**config.mk**
```make
export PLATFORM = sky130hd
export DESIGN_NAME = v2f_div_seq
export DESIGN_NICKNAME = d
export VERILOG_FILES = /design/src/rtl/v2f_pkg.sv /design/src/rtl/v2f_div_step.sv /design/src/rtl/v2f_div_seq.sv
export SDC_FILE = /design/constraint.sdc
export NUM_CORES = 1
export LEC_CHECK = 0
export ABC_AREA = 1
export ABC_CLOCK_PERIOD_IN_PS = 1900
export CORE_MARGIN = 3
export CORE_UTILIZATION = 40
export CTS_BUF_LIST = sky130_fd_sc_hd__clkbuf_16
export CTS_CLUSTER_DIAMETER = 30
export CTS_CLUSTER_SIZE = 30
export DETAILED_ROUTE_END_ITERATION = 8
export GPL_TIMING_DRIVEN = 0
export PLACE_DENSITY = 0.62
export SYNTH_ARGS = -nofsm -noshare
export SYNTH_HDL_FRONTEND = slang
export SYNTH_SLANG_ARGS = --single-unit
```
**constraint.sdc**
```tcl
create_clock -name CLK -period 1.9 [get_ports CLK]
set_clock_uncertainty 0.05 [all_clocks]
set_input_delay 0.285 -clock CLK [delete_from_list [all_inputs] [get_ports CLK]]
set_output_delay 0.285 -clock CLK [all_outputs]
set_load 0.02 [all_outputs]
```
**src/rtl/v2f_pkg.sv**
```systemverilog
// Shared types and helpers for the v2f sequential divider.
package v2f_pkg;

    typedef enum logic [1:0] {
        IDLE = 2'd0,
        CALC = 2'd1,
        DONE = 2'd2
    } state_t;

    function automatic int unsigned v2f_max(input int unsigned a, input int unsigned b);
        return (a > b) ? a : b;
    endfunction

endpackage

```
**src/rtl/v2f_div_step.sv**
```systemverilog
// One restoring-division step on magnitudes: shift in the next dividend bit,
// subtract the divisor when it fits.
module v2f_div_step #(
    parameter int unsigned W = 8
) (
    input  logic [W-1:0] i_rem,
    input  logic [W-1:0] i_div,
    input  logic         i_bit,
    output logic [W-1:0] o_rem_c,
    output logic         o_q_c
);

    logic [W:0] w_shift;
    logic [W:0] w_diff;

    always_comb begin
        w_shift = {i_rem, i_bit};
        w_diff  = w_shift - {1'b0, i_div};
        o_q_c   = (w_shift >= {1'b0, i_div});
        o_rem_c = o_q_c ? w_diff[W-1:0] : w_shift[W-1:0];
    end

endmodule

```
**src/rtl/v2f_div_seq.sv**
```systemverilog
// Fixed-latency sequential divider: capture, W restoring steps on magnitudes,
// then one sign fix-up cycle; result held until the consumer accepts it.
module v2f_div_seq
    import v2f_pkg::*;
#(
    parameter int unsigned A_WIDTH  = 8,
    parameter int unsigned B_WIDTH  = 8,
    parameter int unsigned Y_WIDTH  = 8,
    parameter bit          A_SIGNED = 1'b0,
    parameter bit          B_SIGNED = 1'b0
) (
    input  logic               CLK,
    input  logic               RST,
    input  logic [A_WIDTH-1:0] A,
    input  logic [B_WIDTH-1:0] B,
    input  logic               IN_VALID,
    output logic               IN_READY,
    output logic [Y_WIDTH-1:0] Y,
    output logic [Y_WIDTH-1:0] R,
    output logic               DZ,
    output logic               OUT_VALID,
    input  logic               OUT_READY
);

    localparam int unsigned W     = v2f_max(A_WIDTH, B_WIDTH);
    localparam int unsigned CW    = $clog2(W + 1);
    localparam bit          SMODE = A_SIGNED && B_SIGNED;

    state_t         r_state;
    state_t         w_state_nxt;
    logic [CW-1:0]  r_cnt;
    logic [W-1:0]   r_rem;
    logic [W-1:0]   r_quo;
    logic [W-1:0]   r_div;
    logic [W-1:0]   r_a_ext;
    logic           r_q_neg;
    logic           r_r_neg;
    logic           r_dz;
    logic [Y_WIDTH-1:0] r_y;
    logic [Y_WIDTH-1:0] r_r;
    logic           r_dz_o;
    logic           r_in_ready;
    logic           r_out_valid;

    logic           w_accept;
    logic           w_step;
    logic           w_finish;
    logic [W-1:0]   w_a_ext;
    logic [W-1:0]   w_b_ext;
    logic           w_a_neg;
    logic           w_b_neg;
    logic [W-1:0]   w_a_mag;
    logic [W-1:0]   w_b_mag;
    logic [W-1:0]   w_rem_nxt;
    logic           w_q_bit;
    logic [W-1:0]   w_q_fix;
    logic [W-1:0]   w_r_fix;
    logic [Y_WIDTH-1:0] w_y_res;
    logic [Y_WIDTH-1:0] w_r_res;

    // Operand extension to the common width and magnitude conversion
    always_comb begin
        w_a_ext = A_SIGNED ? W'(signed'(A)) : W'(A);
        w_b_ext = B_SIGNED ? W'(signed'(B)) : W'(B);
        w_a_neg = SMODE && w_a_ext[W-1];
        w_b_neg = SMODE && w_b_ext[W-1];
        w_a_mag = w_a_neg ? -w_a_ext : w_a_ext;
        w_b_mag = w_b_neg ? -w_b_ext : w_b_ext;
    end

    v2f_div_step #(.W(W)) u_step (
        .i_rem   (r_rem),
        .i_div   (r_div),
        .i_bit   (r_quo[W-1]),
        .o_rem_c (w_rem_nxt),
        .o_q_c   (w_q_bit)
    );

    // Sign fix-up; most-negative / -1 wraps naturally through the negation
    always_comb begin
        w_q_fix = r_q_neg ? -r_quo : r_quo;
        w_r_fix = r_r_neg ? -r_rem : r_rem;
        if (SMODE) begin
            w_y_res = Y_WIDTH'(signed'(w_q_fix));
            w_r_res = Y_WIDTH'(signed'(w_r_fix));
        end else begin
            w_y_res = Y_WIDTH'(w_q_fix);
            w_r_res = Y_WIDTH'(w_r_fix);
        end
        if (r_dz) begin
            w_y_res = '1;
            w_r_res = A_SIGNED ? Y_WIDTH'(signed'(r_a_ext)) : Y_WIDTH'(r_a_ext);
        end
    end

    always_comb begin
        w_state_nxt = r_state;
        w_accept    = 1'b0;
        w_step      = 1'b0;
        w_finish    = 1'b0;
        unique case (r_state)
            IDLE: begin
                if (IN_VALID) begin
                    w_accept    = 1'b1;
                    w_state_nxt = CALC;
                end
            end
            CALC: begin
                if (r_cnt == CW'(W)) begin
                    w_finish    = 1'b1;
                    w_state_nxt = DONE;
                end else begin
                    w_step = 1'b1;
                end
            end
            DONE: begin
                if (OUT_READY) begin
                    w_state_nxt = IDLE;
                end
            end
            default: w_state_nxt = IDLE;
        endcase
    end

    always_ff @(posedge CLK) begin
        if (RST) begin
            r_state     <= IDLE;
            r_cnt       <= '0;
            r_rem       <= '0;
            r_quo       <= '0;
            r_div       <= '0;
            r_a_ext     <= '0;
            r_q_neg     <= 1'b0;
            r_r_neg     <= 1'b0;
            r_dz        <= 1'b0;
            r_y         <= '0;
            r_r         <= '0;
            r_dz_o      <= 1'b0;
            r_in_ready  <= 1'b1;
            r_out_valid <= 1'b0;
        end else begin
            r_state     <= w_state_nxt;
            r_in_ready  <= (w_state_nxt == IDLE);
            r_out_valid <= (w_state_nxt == DONE);
            if (w_accept) begin
                r_cnt   <= '0;
                r_rem   <= '0;
                r_quo   <= w_a_mag;
                r_div   <= w_b_mag;
                r_a_ext <= w_a_ext;
                r_q_neg <= w_a_neg ^ w_b_neg;
                r_r_neg <= w_a_neg;
                r_dz    <= (w_b_ext == '0);
            end
            // Dividend shifts out the top while quotient bits enter at the bottom
            if (w_step) begin
                r_cnt <= r_cnt + CW'(1);
                r_rem <= w_rem_nxt;
                r_quo <= W'({r_quo, w_q_bit});
            end
            if (w_finish) begin
                r_y    <= w_y_res;
                r_r    <= w_r_res;
                r_dz_o <= r_dz;
            end
        end
    end

    assign IN_READY  = r_in_ready;
    assign OUT_VALID = r_out_valid;
    assign Y         = r_y;
    assign R         = r_r;
    assign DZ        = r_dz_o;

endmodule

```
After elaboration in Yosys (flattened, before gate mapping)
Index checks and enable logic that the tools add are counted.
Widths: inputs -> output; s select.
{ "classes": {"addsub": 2, "n_lt_le_gt_ge": 1, "n_eq_ne": 4, "mux": 19, "n_reduce_logical": 4} }
{ "ops": {"columns": ["operator", "n"], "rows": [
  ["$mux 8", 7],
  ["$ge 9x8->1", 1],
  ["$logic_not 8->1", 1],
  ["$mux 4", 2],
  ["$sub 8x8->8", 1],
  ["$mux 1", 6],
  ["$mux 2", 3],
  ["$pmux 2 s3", 1],
  ["$add 4x1->4 const B", 1],
  ["$eq 2x2->1 const B", 2],
  ["$eq 4x4->1 const B", 1],
  ["$logic_not 2->1", 2],
  ["$eq 2x1->1 const B", 1],
  ["$reduce_bool 2->1", 1]
]} }
{ "word_totals": {"reg_bits": 58, "input_bits": 20, "out_inout_bits": 19, "word_cells": 42} }

Depth between registers and ports, before layout
{ "logic_depth": {"depth_word": 4, "depth_mapped": 12} }

Hierarchy
A second synthesis with hierarchy kept.
{ "unflattened": {"cells_unflattened": 435, "area_unflattened_um2": 3178.0} }
{ "by_module_without_submodules": {"columns": ["module", "instances", "cells_each", "area_per_inst_um2", "seq_area_each_um2"], "rows": [
  ["v2f_div_seq", 1, 326, 2526.2, 1161.1],
  ["v2f_div_step", 1, 109, 651.9, 0.0]
]} }

Least setup slack after synthesis
Ideal clock, no wire load.
{ "synth_timing": {"kind": "register to register", "start": "register r_quo[7]", "end": "register r_rem[4]", "t_arrival_ns": 1.425, "required_time_ns": 1.734, "path_slack_ns": 0.309, "stages_incl_launch_ff": 9, "n_path_buf": 0, "period_less_slack_ns": 1.591, "path_cell_list": "dfxtp_1 -> inv_1 -> ha_1 -> fa_1 -> o21bai_1 -> xnor2_1 -> nand2_1 -> nand3_1 -> a21oi_1"} }
{ "synth_via": {"elab_chain_len": 3, "elab_cells_between_ends": 4, "cone_classes": "1 x add/sub; 1 x order compare; 2 x mux"} }
{ "synth_rtl": {"columns": ["item", "line_no", "source"], "rows": [
  ["from (decl)", "v2f_div_seq.sv:33", "logic [W-1:0] r_quo;"],
  ["from (signal assigned)", "v2f_div_seq.sv:148", "r_quo <= w_a_mag;"],
  ["from (signal assigned)", "v2f_div_seq.sv:159", "r_quo <= W'({r_quo, w_q_bit});"],
  ["$sub 8x8->8 or $ge 9x8->1 (tied branches)", "v2f_div_step.sv:18, v2f_div_step.sv:19", null],
  ["$mux 8 *", "v2f_div_step.sv:20", "o_rem_c = o_q_c ? w_diff[W-1:0] : w_shift[W-1:0];"],
  ["$mux 8 *", "v2f_div_seq.sv:156", "if (w_step) begin"],
  ["to (signal assigned)", "v2f_div_seq.sv:158", "r_rem <= w_rem_nxt;"],
  ["to (decl)", "v2f_div_seq.sv:32", "logic [W-1:0] r_rem;"]
]} }
Every way passes the cells marked *; elsewhere a longest branch is shown, timed or not.
A chain may end at the register's enable or synchronous reset.

Final worst setup path
{ "layout_timing": {"start": "register r_rem[5]", "end": "register r_rem[1]"} }
{ "layout_via": {"elab_chain_len": 3} }
{ "layout_rtl": {"columns": ["item", "line_no", "source"], "rows": [
  ["$ge 9x8->1", "v2f_div_step.sv:19", "o_q_c = (w_shift >= {1'b0, i_div});"],
  ["$mux 8", "v2f_div_step.sv:20", null],
  ["$mux 8", "v2f_div_seq.sv:156", null]
]} }
Every way passes these cells.

==> results.md <==
- Hold Path Sink: r_quo[0]
- Post-Route WL: 7385 um
- Total die area: 0.007976 mm^2
- Power Density: 1359 mW/mm^2
- Worst skew pair latency: 0.32 ns
- Total grt overflow: 0
- Crit path DAT: 1.97 ns
- Hold Vio Cnt, Final: 0
- Layout Nets: 459
- DP HPWL: 5416 um
- Cell count after synthesis: 380
- Share of layout cells above drive strength 1: 10.85%
- GRT Total Usage: 19.76%
- Sequential area share after synthesis: 41.82%
- Critical path class: flop to flop
- Postcts setup bufs: 0
- Initial DRT Pass Iterations: 6
- Num rows: 29
- Cell Area, Synth: 0.002776 mm^2
- Clock Pin Slew Worst Setup and Hold Paths: 0.05 ns
- H-tree depth: 3
- Startpoint Class: flop
- Hold WC Path Type: primary input to flop
- Die W: 89.31 um
- DRC: 0
- Via count: 2652
- Number of synthesized register bits: 58
- Compound-Gate Fraction of Synth Area: 17.76%
- Area delta synth->final: 29.34%
- Routed len/inst: 14.48 um
- R2r endpoint: r_rem[1]
- CP Max Fanout: 7
- Syn avg cell area: 7.306 um^2
- Initial antenna violation count: 0
- Post-synthesis mux area share: 0%
- CP Data Required Time: 2.03 ns
- R2R setup slack: 0.06 ns
- Root buffer cell: clkbuf_16
- Hold_ws: 0.09521 ns
- Dominant combinational cell family by area after synthesis: simple AND/OR/NAND/NOR gates
- ANT cells: 0
- Worst Min Path Start: RST
- Vias in the first global route: 2558
- Hold buffers post-CTS: 0
- Max cap viols: 0
- Fmax: 0.5437 GHz
- Final GP Congestion: 0.8470
- Cts bufs inserted: 9
- Status: complete, no violations
- # resized after CTS: 0
- Starting Density: 42.51%
- WHS Path Cells: 2
- Post-Synth XOR/XNOR Area: 0.9464%
- Worst r2r path cells: 9
- Slew of the pin with the lowest slew margin: 0.5152 ns
- DRT antenna net count: 0
- Max IR drop VDD: 633.7 uV
- Synth Area in Simple Gates: 24.65%
- Die height: 89.31 um
- Adder-Cell Fraction of Synth Area: 5.228%
- Max-slew headroom: 65.65%
- Yosys cell types: 32
- Maximum number of pins on one net before global-route repair: 12
- Final Core Density: 54.98%
- FF-to-FF Start: r_rem[5]
- CP Capture Type: flop
- I/O Buffers: 37
- Tot Pwr: 4.882 mW
- Pleak: 1.480 nW
- Fin crit period: 1.839 ns
- Slew Limit Fails: 0
- CTS tree: done
- Ys Warns: 0
- Starting DRC count in detailed routing: 113
- Global-route wire length before repair: 12050 um
- Final critical-path share of the clock period: 96.80%
- # setup viols final: 0
- Core outline area: 0.006531 mm^2
- Syn nets: 411
- Vias/cell: 5.200
- Clk sinks: 58
- IO Pins: 39
- Clock Path Buffers: 2
[cell usage after synthesis]
cell / number / area, um^2
nand2_1: 74 / 277.8
dfxtp_1: 58 / 1161
a21oi_1: 49 / 245.2
inv_1: 34 / 127.6
o21ai_0: 33 / 165.2
nor2_1: 30 / 112.6
nand3_1: 28 / 140.1
clkbuf_1: 10 / 37.54
ha_1: 10 / 125.1
a31oi_1: 8 / 50.05
nor3_1: 8 / 40.04
inv_2: 5 / 18.77
nand2_2: 5 / 31.28
buf_2: 3 / 15.01
buf_6: 3 / 33.78
a21oi_2: 2 / 17.52
nand4_1: 2 / 12.51
nor2_2: 2 / 12.51
nor4_1: 2 / 12.51
xnor2_1: 2 / 17.52
and2_4: 1 / 8.760
clkbuf_4: 1 / 7.510
clkbuf_8: 1 / 13.76
clkinv_1: 1 / 3.750
dlygate4sd1_1: 1 / 8.760
fa_1: 1 / 20.02
nand3_4: 1 / 17.52
nand4_2: 1 / 12.51
o211ai_1: 1 / 7.510
o21bai_1: 1 / 7.510
or2_0: 1 / 6.260
xor2_1: 1 / 8.760
[logic make-up after synthesis]
group	count (synthesis)
buffers and inverters	59
XOR/XNOR	3
AO/OA/AOI/OAI	94
AND/OR/NAND/NOR	155
adder cells (fa/ha/maj)	11
flip-flops	58
[layer usage]
layer / vias to the layer above / part of all wire, % / GRT usage (%)
met2: 48 / 46 / 31.61
met3: 11 / 3.4 / 4.332
met4: 0 / 1.2 / 7.578
li1: 1360 / - / -
met5: - / 0 / 0
met1: 1233 / 49 / 26.05
[final cells by class]
cell class | instances | area, um^2
Sequential cell | 58 | 1161
Fill cell | 635 | 2940
Tap cell | 77 | 96.34
Clock buffer | 9 | 225.2
Timing Repair Buffer | 37 | 370.4
Clock inverter | 7 | 45.04
Inverter | 40 | 150.1
Buffer | 19 | 116.4
Multi-Input combinational cell | 263 | 1426
[critical path, cell delays in order (launching register included)]
cell and delay [ns]:
dfxtp_1 0.40, ha_4 0.25, nand2_1 0.08, nand2_1 0.11, a21oi_2 0.24, and2_4 0.17, buf_6 0.11, nand3_1 0.10
nand3_1 0.11, a21oi_1 0.07
[power breakdown]
group	total (mW)	switching, mW	internal, mW
combinational	2.00	1.18	0.818
clock	1.44	0.565	0.874
sequential	1.44	0.110	1.33
total	4.88	1.86	3.03
[registers in the layout, summed over array words and instances (netlist names)]
| signal | flops |
|---|---|
| OUT_VALID | 1 |
| r_cnt | 4 |
| Y | 8 |
| r_dz | 1 |
| IN_READY | 1 |
| r_quo | 8 |
| r_state | 2 |
| r_a_ext | 8 |
| r_rem | 8 |
| R | 8 |
| DZ | 1 |
| r_div | 8 |
[stage by stage]
step           worst slack (ns)  cell area [um^2]  std cells    TNS, ns
4_1_cts                 0.02957              3513        510          0
3_3_place_gp            0.04280              3243        494          0
5_1_grt               -0.008865              3591        510  -0.008865
3_5_place_dp            0.04762              3243        494          0
6_report                0.06072              3591        510          0
2_1_floorplan            0.3090              2776        380          0
[how the worst max path moves through the flow]
stage | startpoint | to | slack (ns) | depth (start not counted)
after floorplan | r_quo[7] | r_rem[4] | 0.31 | 8
after global placement | r_rem[3] | r_rem[7] | 0.04 | 11
after detailed placement | r_div[6] | r_rem[7] | 0.05 | 10
after CTS | r_div[6] | r_rem[7] | 0.03 | 10
after global routing | r_rem[5] | r_rem[1] | -0.009 | 9
final | r_rem[5] | r_rem[1] | 0.06 | 9
[placed cells by master, fill, tap and decap left out, drive strengths merged]
master and count:
nand2 79, ha 10, dfxtp 58, nand3 29, nand4 3, o21ai 33, o21bai 1, dlygate4sd1 1
nor4 2, xnor2 2, or2 1, fa 1, and2 1, o211ai 1, a31oi 8, clkdlybuf4s50 37
nor3 8, nor2 32, clkbuf 21, clkinvlp 3, xor2 1, clkinv 4, inv 40, buf 6
a21oi 51
No activity file was read; power rests on OpenSTA's default activity.
